**src/rtl/irq_priority_arbiter.sv**
```systemverilog
// irq_priority_arbiter
//   Collects level interrupt lines from NUM_SRC peripherals. A rising edge on a
//   line sets its pending bit. One enabled pending source at a time is
//   presented to the core as a one-hot vector plus an ID (ID_BASE + index).
//   An acknowledge carrying the matching ID retires the interrupt. It is
//   followed by a one-cycle GAP before the next interrupt may be presented.
//
//   Compile-time option: define IRQ_ROUND_ROBIN_EN to rotate priority. The
//   search starts just above the last acknowledged source. When the macro is
//   undefined, the lowest index always wins.
//
// Ports
//   clk_i        clock, rising edge
//   rst_n_i      asynchronous active-low reset
//   irq_i        level interrupt lines (synchronous to clk_i)
//   cfg_we_i     config write strobe
//   cfg_addr_i   0=ENABLE, 1=PENDING (write-1-to-clear), 2=STATUS
//   cfg_wdata_i  config write data
//   cfg_rdata_o  registered read data for cfg_addr_i
//   irq_o        one-hot core interrupt vector (bit irq_id_o)
//   irq_id_o     presented interrupt ID, 0 when none
//   irq_ack_i    core acknowledge strobe
//   irq_id_i     ID being acknowledged
module irq_priority_arbiter #(
  parameter int NUM_SRC = 8,
  parameter int ID_BASE = 16
) (
  input  logic               clk_i,
  input  logic               rst_n_i,
  input  logic [NUM_SRC-1:0] irq_i,
  input  logic               cfg_we_i,
  input  logic [1:0]         cfg_addr_i,
  input  logic [31:0]        cfg_wdata_i,
  output logic [31:0]        cfg_rdata_o,
  output logic [31:0]        irq_o,
  output logic [4:0]         irq_id_o,
  input  logic               irq_ack_i,
  input  logic [4:0]         irq_id_i
);

  localparam int SRC_W = (NUM_SRC > 1) ? $clog2(NUM_SRC) : 1;
  localparam logic [1:0] ADDR_ENABLE  = 2'd0;
  localparam logic [1:0] ADDR_PENDING = 2'd1;
  localparam logic [1:0] ADDR_STATUS  = 2'd2;

  typedef enum logic [1:0] {
    IDLE    = 2'd0,
    PRESENT = 2'd1,
    GAP     = 2'd2
  } state_e;

  state_e             state_q, state_d;
  logic [NUM_SRC-1:0] irq_prev_p0;
  logic               armed_p0;
  logic [NUM_SRC-1:0] pending_q, pending_d;
  logic [NUM_SRC-1:0] enable_q, enable_d;
  logic [NUM_SRC-1:0] edge_det, w1c_mask, ack_mask, cand;
  logic [SRC_W-1:0]   sel_q, sel_d, win_idx;
  logic               win_vld;
  logic [4:0]         id_d;
  logic [31:0]        vec_d;
  logic               ack_hit;

  // Edge-detect stage: irq_prev_p0 holds last cycle's lines. armed_p0 masks
  // the first cycle after reset, so that lines already high at release do not
  // count as edges.
  assign edge_det = armed_p0 ? (irq_i & ~irq_prev_p0) : '0;

  assign w1c_mask = (cfg_we_i && (cfg_addr_i == ADDR_PENDING)) ?
                    cfg_wdata_i[NUM_SRC-1:0] : '0;
  assign enable_d = (cfg_we_i && (cfg_addr_i == ADDR_ENABLE)) ?
                    cfg_wdata_i[NUM_SRC-1:0] : enable_q;

  assign ack_hit  = (state_q == PRESENT) && irq_ack_i && (irq_id_i == irq_id_o);
  assign ack_mask = ack_hit ? (NUM_SRC'(1) << sel_q) : '0;

  // A new edge is OR-ed in after the clears, so it survives a simultaneous
  // ack or W1C write.
  assign pending_d = (pending_q & ~(w1c_mask | ack_mask)) | edge_det;
  assign cand      = pending_q & enable_q;

`ifdef IRQ_ROUND_ROBIN_EN
  logic [SRC_W-1:0] last_q;

  always_comb begin
    int start;
    int k;
    win_vld = 1'b0;
    win_idx = '0;
    start   = (int'(last_q) + 1) % NUM_SRC;
    k       = 0;
    for (int i = 0; i < NUM_SRC; i++) begin
      k = (start + i) % NUM_SRC;
      if (!win_vld && cand[k]) begin
        win_vld = 1'b1;
        win_idx = SRC_W'(k);
      end
    end
  end

  always_ff @(posedge clk_i or negedge rst_n_i) begin
    if (!rst_n_i) begin
      last_q <= SRC_W'(NUM_SRC - 1);
    end else if (ack_hit) begin
      last_q <= sel_q;
    end
  end
`else
  // The scan runs downward, so the lowest candidate index is the last one
  // assigned and therefore wins.
  always_comb begin
    win_vld = 1'b0;
    win_idx = '0;
    for (int i = NUM_SRC - 1; i >= 0; i--) begin
      if (cand[i]) begin
        win_vld = 1'b1;
        win_idx = SRC_W'(i);
      end
    end
  end
`endif

  always_comb begin
    state_d = state_q;
    sel_d   = sel_q;
    id_d    = irq_id_o;
    vec_d   = irq_o;
    case (state_q)
      IDLE: begin
        if (win_vld) begin
          state_d = PRESENT;
          sel_d   = win_idx;
          id_d    = 5'(ID_BASE + int'(win_idx));
          vec_d   = 32'd1 << id_d;
        end
      end
      PRESENT: begin
        if (ack_hit) begin
          state_d = GAP;
          id_d    = '0;
          vec_d   = '0;
        end else if (!enable_d[sel_q] || !pending_d[sel_q]) begin
          // Software disabled or cleared the presented source. Withdraw it
          // in the same edge as the write.
          state_d = IDLE;
          id_d    = '0;
          vec_d   = '0;
        end
      end
      GAP: begin
        state_d = IDLE;
      end
      default: begin
        state_d = IDLE;
        id_d    = '0;
        vec_d   = '0;
      end
    endcase
  end

  // Register stage: FSM, pending/enable, outputs and read data
  always_ff @(posedge clk_i or negedge rst_n_i) begin
    if (!rst_n_i) begin
      state_q     <= IDLE;
      irq_prev_p0 <= '0;
      armed_p0    <= 1'b0;
      pending_q   <= '0;
      enable_q    <= '0;
      sel_q       <= '0;
      irq_id_o    <= '0;
      irq_o       <= '0;
      cfg_rdata_o <= '0;
    end else begin
      state_q     <= state_d;
      irq_prev_p0 <= irq_i;
      armed_p0    <= 1'b1;
      pending_q   <= pending_d;
      enable_q    <= enable_d;
      sel_q       <= sel_d;
      irq_id_o    <= id_d;
      irq_o       <= vec_d;
      case (cfg_addr_i)
        ADDR_ENABLE:  cfg_rdata_o <= 32'(enable_q);
        ADDR_PENDING: cfg_rdata_o <= 32'(pending_q);
        ADDR_STATUS:  cfg_rdata_o <= {19'd0, irq_id_o, 6'd0, state_q};
        default:      cfg_rdata_o <= '0;
      endcase
    end
  end

endmodule

```
**config.mk**
```make
export PLATFORM = sky130hd
export DESIGN_NAME = irq_priority_arbiter
export DESIGN_NICKNAME = d
export VERILOG_FILES = /design/src/rtl/irq_priority_arbiter.sv
export SDC_FILE = /design/constraint.sdc
export NUM_CORES = 1
export LEC_CHECK = 0
export BUFFER_PORTS_ARGS = -buffer_cell sky130_fd_sc_hd__buf_2
export CAP_MARGIN = 0
export CORE_ASPECT_RATIO = 1.25
export CORE_MARGIN = 8
export CORE_UTILIZATION = 49
export CTS_CLUSTER_SIZE = 8
export DETAILED_ROUTE_END_ITERATION = 10
export PLACE_DENSITY_LB_ADDON = 0.3
export SYNTH_ARGS = -nofsm -noshare
export SYNTH_HDL_FRONTEND = slang
export SYNTH_SLANG_ARGS = --single-unit
```
**constraint.sdc**
```tcl
create_clock -name clk_i -period 2.8 [get_ports clk_i]
set_clock_uncertainty 0.1 [all_clocks]
set_input_delay 0 -clock clk_i [delete_from_list [all_inputs] [get_ports clk_i]]
set_output_delay 0 -clock clk_i [all_outputs]
set_load 0.02 [all_outputs]
```
# --- Word level (Yosys, flattened, before mapping) ---
# Cells that the tools add are included.
totals:
  register_bits: 99
  latchBits: 0
  ram_bits: 0
  mem_bits_ro: 0
  in_bits: 51
  out_inout_bits: 69
  elab_cells: 77
  mem_count: 0
op_classes:
  addsub: 1
  multipliers: 0
  div_mod_pow: 0
  magnitude_cmp: 1
  eq_ne: 7
  n_shift: 2
  n_mux: 37
  n_bitwise: 8
  n_reduce_logical: 12
op_table:
  columns: ["cell", "n"]
  rows:
  - ["$mux 32", 3]
  - ["$pmux 32 s3", 1]
  - ["$pmux 13 s3", 1]
  - ["$mux 8", 4]
  - ["$shl 1x5->32 const A", 1]
  - ["$and 8x8->8", 3]
  - ["$mux 3", 8]
  - ["$not 8->8", 2]
  - ["$or 8x8->8", 2]
  - ["$mux 5", 3]
  - ["$pmux 5 s3", 1]
  - ["$mux 1", 10]
  - ["$shl 1x3->8 const A", 1]
  - ["$bmux 1 s3", 2]
  - ["$mux 2", 3]
  - ["$add 5x3->5 const A", 1]
  - ["$eq 5x5->1", 1]
  - ["$eq 2x1->1 const B", 2]
  - ["$eq 2x2->1 const B", 2]
  - ["$logic_and 1x1->1", 4]
  - ["$logic_not 2->1", 2]
  - ["$lt 3x4->1 const B", 1]
  - ["$pmux 2 s2", 1]
  - ["$reduce_and 2->1", 2]
  - ["6 further kinds", 7]

# --- Logic depth before layout (Yosys ltp) ---
# Gate-level depths: netlist of run 1.
depth:
  ltp_word: 15
  depth_mapped: 9
  ltp_nobuf: 7

# --- Worst setup path before layout of run 1 ---
# OpenSTA, ideal clock, no wires.
synth_timing:
  path_type: "register -> register"
  start: "reg sel_q[1]"
  end: "reg irq_o[18]"
  setup_ns: 0.066
  t_arrival_ns: 1.950
  t_required_ns: 2.634
  setup_slack_ns: 0.684
  stages_incl_launch_ff: 9
  path_buffers: 2
  path_cell_list: "dfrtp_1 -> buf_2 -> mux2i_1 -> mux4_2 -> a211oi_1 -> nand4_1 -> a211oi_2 -> buf_6 -> a221o_1"
synth_between:
  elab_chain_len: 12
  word_cells_on_any_way: 15
  classes_between: "eq/ne (1); shift (1); mux (5); bitwise (4); reduce/logical (4)"
synth_rtl:
  columns: ["element", "line", "rtl"]
  rows:
  - ["start, declared", "58", "logic [SRC_W-1:0] sel_q, sel_d, win_idx;"]
  - ["start signal, assigned", "179", "sel_q <= sel_d;"]
  - ["$shl 1x3->8", "75", "assign ack_mask = ack_hit ? (NUM_SRC'(1) << sel_q) : '0;"]
  - ["$mux 8", "75", null]
  - ["$or 8x8->8", "79", "assign pending_d = (pending_q & ~(w1c_mask | ack_mask)) | edge_det;"]
  - ["$not 8->8", "79", null]
  - ["$and 8x8->8", "79", null]
  - ["$or 8x8->8", "79", null]
  - ["$bmux 1 s3", "142", "end else if (!enable_d[sel_q] || !pending_d[sel_q]) begin"]
  - ["$mux 1 (implied by the code)", "142", null]
  - ["$logic_not 1->1", "142", null]
  - ["$logic_or 1x1->1 (*)", "142", null]
  - ["$ne 3x2->1 (no source line) (*)", null, null]
  - ["$reduce_and 3->1 (no source line) (*)", null, null]
  - ["end signal, assigned", "181", "irq_o <= vec_d;"]
  - ["end, declared", "35", "output logic [31:0] irq_o,"]
# Every way passes the cells marked *; elsewhere a longest branch is shown, timed or not. The select of a mux whose other input is x is not followed.
# A chain may end at the register's enable or synchronous reset.

# --- Worst setup path after layout of run 1 ---
layout_timing:
  start: "reg sel_q[0]"
  end: "reg irq_o[17]"
# Same word-level chain as after synthesis.

==> qor.yml, run 1 <==
sta:
  tns_ps: 0
  period_share_pct: 86.65
  hold_viol: 0
  period_minus_slack_ps: 2426
  setup_ws_ps: 373.8
  relSlewSlack_pct: 47.69
  drv_slew: 0
  tightest_slew_ps: 784.6
  whs_ps: 12.36
  setup_violations: 0
  max_freq_ghz: 0.4122
  rsz0062_at_grt: "false"
synth:
  synth_largest_area_cell: "dfrtp_1"
  synth_seq_area_share_pct: 45.51
  syn_avg_cell_area_sq_um: 10.42
  yosys-top-cells-area: "dfrtp_1 (46%), buf_4 (11%), mux2i_1 (4.4%)"
  synth.top_cell.area_share_pct: 45.51
  syn_area_sq_um: 2969
  synth_flop_cell: "dfrtp_1"
  synthArstFlopShare_pct: 100.0
  synth_edf_count: 0
  synth_seq_cells: 54
  synth_cell_type_count: 50
  syn_inst: 285
  yosys_warnings: 0
floorplanning:
  die-area_sq_um: 8822
  dieWidth_microns: 85.63
  fp-row-count: 31
  die_h_microns: 103.0
  initial_core_util_pct: 51.03
  io_pins: 120
  core_area_sq_um: 5818
power_and_ir_drop:
  cellLeakagePower_nw: 1.688
  power_density_nw_per_um2: 751.0
  ir_drop_mv: 0.3177
layout:
  drive_above_1_share_pct: 22.07
  area_delta_synth_final_pct: 14.08
  diodes: 0
  nNetsFinal: 409
global_routing:
  grt_pass1_vias: 2307
  grt_first_pass_wirelength_microns: 10940
  antenna_found_initial: 0
  grtUsageTotal_pct: 15.64
  grt_overflow_total: 0
  grt_max_degree: 37
drt:
  route.detailed.drc: 0
  first_pass_iters: 4
  drt_iter0_markers: 130
  vias: 2188
  routed_wirelength_microns: 6780
  ant_nets: 0
  wire_per_inst_microns: 15.99
  vias_per_cell: 5.160
clock_tree:
  post_cts_buffers: 0
  cts_tree: "yes"
  cts.sinks: 54
  cts-root-buf: "clkbuf_8"
  clockBufferDepth: 2
  cts_made_buffers: 5
  clkLatencyLatePin_ps: 300
  h-tree-depth: 2
  path_clk_slew_ps: 90
critical_path:
  cp_max_fo: 11
  crit_chain: "inv_1, mux4_2, a211oi_1, nand4_1, a211oi_2, buf_4, a221o_1"
  required_ps: 2940
  critPathKind: "flip-flop to flip-flop"
  endpoint_kind: "flip-flop"
  worstPathArrival_ps: 2560
  rrSetupSlack_ps: 370
  critPathSlowestCell: "mux4_2"
  cp-start-kind: "flip-flop"
  cp_slowest_stage_delay_ps: 530
  timing.rr.start: "sel_q[0]"
  r2r_cells: 7
  reg2reg_to: "irq_o[17]"
placement:
  place_congestion: 0.8710
  place_ws_ps: 406.1
  place_hpwl_microns: 5281
  portBuffers: 50
hold_path:
  whs_path_depth: 3
  hold_start: "cfg_addr_i[1]"
  worst_hold_path_type: "primary input to flip-flop"
  whs_endpoint: "cfg_rdata_o[7]"
status:
  outcome: "complete, no violations"
job:
  cap_violations: 0
-- state kept, by name, indices dropped and copies added (netlist names) --
| name | count |
|---|---|
| enable_q | 8 |
| irq_o | 8 |
| pending_q | 8 |
| cfg_rdata_o | 12 |
| sel_q | 3 |
| irq_prev_p0 | 8 |
| state_q | 2 |
| irq_id_o | 4 |
| armed_p0 | 1 |
-- kinds of logic (layout without fill, tap and decap cells) --
family | Yosys count | count (layout) | synth area share (%)
AOI/OAI and AO/OA | 57 | 57 | 14.24
xor gates and xnor gates | 4 | 4 | 1.180
buffers and inverters | 62 | 91 | 14.37
DFF | 54 | 54 | 45.51
muxes | 22 | 22 | 8.680
other | 2 | 46 | 0.2529
and+or+nand+nor | 84 | 84 | 15.76
-- through the flow --
step | util (%) | cell area [sq um] | cells | power (mW)
after floorplan | - | 3134 | 329 | 1.869
after global placement | 53.81 | 3131 | 399 | 2.112
after detailed placement | 53.81 | 3131 | 399 | 2.128
after CTS | 58.22 | 3387 | 424 | 2.558
after global routing | 58.22 | 3387 | 424 | 2.711
final | 58.22 | 3387 | 424 | 2.544
-- power by group --
part           internal, mW  total (mW)  leakage (nW)  switching [mW]
clock network         0.173       0.405        0.0383           0.232
registers             0.937        1.11         0.665           0.176
logic                 0.425        1.03         0.985           0.601
total                  1.53        2.54          1.69            1.01
-- layout by cell type, fill, tap and decap left out, types with 3 or more instances in the layout --
| cell type | n |
|---|---|
| dfrtp_1 | 54 |
| buf_4 | 8 |
| nand2_1 | 19 |
| nor2b_1 | 4 |
| clkbuf_8 | 5 |
| mux2i_1 | 13 |
| o21ai_0 | 16 |
| nand3b_1 | 7 |
| a21oi_1 | 5 |
| conb_1 | 46 |
| o22ai_1 | 3 |
| xor2_1 | 3 |
| nor2_1 | 16 |
| inv_1 | 8 |
| nor3_1 | 3 |
| and2_1 | 15 |
| dlygate4sd3_1 | 18 |
| a22oi_1 | 5 |
| a221o_1 | 8 |
| nand2b_1 | 6 |
| nand4b_1 | 3 |
| buf_2 | 50 |
| mux2_2 | 6 |
-- worst max path at each step --
stage | startpoint | to | depth (start not counted)
after global routing | state_q[0] | irq_o[17] | 7
final | sel_q[0] | irq_o[17] | 7
after CTS | sel_q[0] | irq_o[17] | 7
after detailed placement | sel_q[0] | irq_o[17] | 7
after global placement | sel_q[0] | irq_o[17] | 7
after floorplan | sel_q[1] | irq_o[18] | 8
-- cells in the mapped netlist, types with 2 or more instances --
library cell and count:
dfrtp_1 54, buf_4 45, nand2_1 19, nor2_1 16, o21ai_0 16, and2_1 15, mux2i_1 13, a221o_1 8
inv_1 8, nand3b_1 7, mux2_2 6, nand2b_1 6, a21oi_1 5, a22oi_1 5, clkbuf_1 4, nor2b_1 4
buf_6 3, nand4b_1 3, nor3_1 3, o22ai_1 3, xor2_1 3, a21o_1 2, a22o_1 2, a32oi_1 2
and3_1 2, buf_2 2, conb_1 2, mux4_2 2, nand3_1 2, o311ai_0 2, or2_2 2
-- timing repair --
item / in CTS / in global routing
resized for setup: 0 / 0
hold buffers: 18 / 0
endpoints found under the hold margin: 59 / 0
-- layer usage --
metal / wire length [microns] / global-route usage, %
met1: 2801 / 18.04
met2: 3323 / 26.85
met3: 425 / 3.190
met4: 230 / 8.243
met5: 0 / 0
-- worst max-delay path: cells and delay by family (launching register included) --
family	cells	cell delay (ps)
AOI/OAI and AO/OA	3	690
buffers and inverters	2	380
DFF	1	460
muxes	1	530
and+or+nand+nor	1	200
-- area by class of cell --
| cell class | instances | area, sq um |
|---|---|---|
| Fill cell | 508 | 2431 |
| Inverter | 8 | 30.03 |
| Timing Repair Buffer | 76 | 490.5 |
| Tap cell | 66 | 82.58 |
| Sequential cell | 54 | 1351 |
| Multi-Input combinational cell | 213 | 1356 |
| Clock buffer | 7 | 76.32 |
Power figures use the tool's default switching activity.
==> run 2: changes to the inputs <==
Clock period 2.8 ns to 2.6 ns, I/O delays scaled along.
==> qor.yml, run 2 (synthesis results as in run 1) <==
placement:
  place_hpwl_microns: 5378  # +1.8%
  place_congestion: 0.8861  # +1.7%
  portBuffers: 50  # unchanged
  placed_cell_area_sq_um: 3176  # +1.4%
  dpl.cell_count: 405  # +1.5%
  place_ws_ps: 263.5  # -142.6 ps
drt:
  vias_per_cell: 5.188  # +0.53%
  ant_nets: 0  # unchanged
  wire_per_inst_microns: 16.37  # +2.4%
  drt_iter0_markers: 146  # +12%
  vias: 2236  # +2.2%
  first_pass_iters: 4  # unchanged
  routed_wirelength_microns: 7055  # +4.1%
  route.detailed.drc: 0  # unchanged
power_and_ir_drop:
  p_switching_mw: 1.113  # +10%
  ir_drop_mv: 0.2932  # -7.7%
  power_mw: 2.815  # +11%
  p_int_mw: 1.702  # +11%
  cellLeakagePower_nw: 1.728  # +2.4%
  power_density_nw_per_um2: 816.7  # +8.7%
  p_sw_share_pct: 39.53  # -0.14 points
  p_clk_share_pct: 16.9  # +1.0 points
  comb_power_share_pct: 41.1  # +0.8 points
  power_frac_seq_pct: 42.0  # -1.8 points
layout:
  drive_above_1_share_pct: 23.84  # +1.8 points
  fin_cells: 431  # +1.7%
  final_util_pct: 59.25  # +1.0 points
  final_common_cell: "dfrtp_1"
  diodes: 0  # unchanged
  regArea_sq_um: 1351  # unchanged
  final.fill_count: 508  # unchanged
  nNetsFinal: 415  # +1.5%
  largest_reg_flops: 12  # unchanged
  multi_input_area_sq_um: 1356  # unchanged
  final_cell_area_sq_um: 3447  # +1.8%
  area_delta_synth_final_pct: 16.10
  largest_register: "cfg_rdata_o"
  most-common-layout-cells: "dfrtp_1 (54), buf_2 (50), conb_1 (46)"
clock_tree:
  cts.sinks: 54  # unchanged
  cts-root-buf: "clkbuf_8"
  post_cts_buffers: 0  # unchanged
  clkLatencyLatePin_ps: 300  # about the same
  path_clk_slew_ps: 90  # about the same
  cts_made_buffers: 5  # unchanged
  clockBufferDepth: 2  # unchanged
  h-tree-depth: 2  # unchanged
  cts_tree: "yes"
sta:
  max_freq_ghz: 0.4115
  rsz0062_at_grt: "false"
  period_share_pct: 93.47
  whs_ps: 11.99  # -0.3674 ps
  tns_ps: 0  # unchanged
  drv_slew: 0  # unchanged
  setup_violations: 0  # unchanged
  tightest_slew_ps: 691.3  # -93.35 ps
  period_minus_slack_ps: 2430
  setup_ws_ps: 169.8  # -203.9 ps
  relSlewSlack_pct: 53.43  # +5.7 points
  hold_viol: 0  # unchanged
floorplanning:
  fp-row-count: 31  # unchanged
  dieWidth_microns: 85.63  # unchanged
  die-area_sq_um: 8822  # unchanged
  core_area_sq_um: 5818  # unchanged
  io_pins: 120  # unchanged
  initial_core_util_pct: 51.03  # unchanged
  die_h_microns: 103.0  # unchanged
global_routing:
  grt_overflow_total: 0  # unchanged
  grt_max_degree: 24  # -35%
  grt_first_pass_wirelength_microns: 11540  # +5.5%
  grtUsageTotal_pct: 16.50  # +0.86 points
  grt_pass1_vias: 2404  # +4.2%
  antenna_found_initial: 0  # unchanged
critical_path:
  critPathKind: "primary input to flip-flop"
  cp-start-kind: "primary input"
  required_ps: 2690  # -250 ps
  cp_max_fo: 11  # unchanged
  r2r_cells: 7  # unchanged
  endpoint_kind: "flip-flop"
  worstPathArrival_ps: 2520  # -40 ps
hold_path:
  worst_hold_path_type: "primary input to async pin"
status:
  outcome: "complete, no violations"
job:
  cap_violations: 0  # unchanged
[run 2: critical path, cell delays in order]
cell           delay (ps)
dlygate4sd3_1         550
buf_2                 150
nor3b_4               350
mux4_2                560
a2bb2oi_1             160
o2111ai_2             120
a211oi_2               90
buf_4                 180
a221o_1               360
[run 2: area by class of cell]
type | instances | area share (%)
repair buffers | 82 | 15.54
inverters | 8 | 0.8711
flip-flops and latches | 54 | 39.20
multi-input cells | 213 | 39.35
clock inverters | 1 | 0.1452
well taps | 66 | 2.396
clock buffers | 7 | 2.505
[run 2: routing by layer]
layer	track usage, %	share of wire (%)	vias to the layer above
li1	-	-	1068
met1	18.90	40	1060
met2	28.77	51	94
met3	3.509	7.1	14
met4	7.838	2.4	0
met5	0	0	-
[run 2: final timing paths]
check,slack [ps],from,to
min in group clk_i,20,cfg_addr_i[0],enable_q[2]
worst min register to register,390,irq_prev_p0[6],pending_q[6]
max in group asynchronous,1770,rst_n_i,pending_q[1]
worst max-delay path,170,cfg_addr_i[1],irq_o[20]
worst max register to register,210,sel_q[1],irq_o[20]
worst min-delay path,10,rst_n_i,irq_prev_p0[7]
[run 2: power by group through the flow]
stage | combinational, mW | clock [mW] | sequential [mW]
2_1_floorplan | 0.746 | 0 | 1.27
4_1_cts | 1.16 | 0.487 | 1.18
3_5_place_dp | 1.13 | 0 | 1.19
5_1_grt | 1.28 | 0.511 | 1.21
3_3_place_gp | 1.12 | 0 | 1.19
6_report | 1.16 | 0.475 | 1.18
[run 2: what timing repair did]
| action | in CTS | in global routing |
|---|---|---|
| gates resized for setup | 0 | 0 |
| hold endpoints to repair | 84 | 0 |
| hold buffers | 18 | 0 |
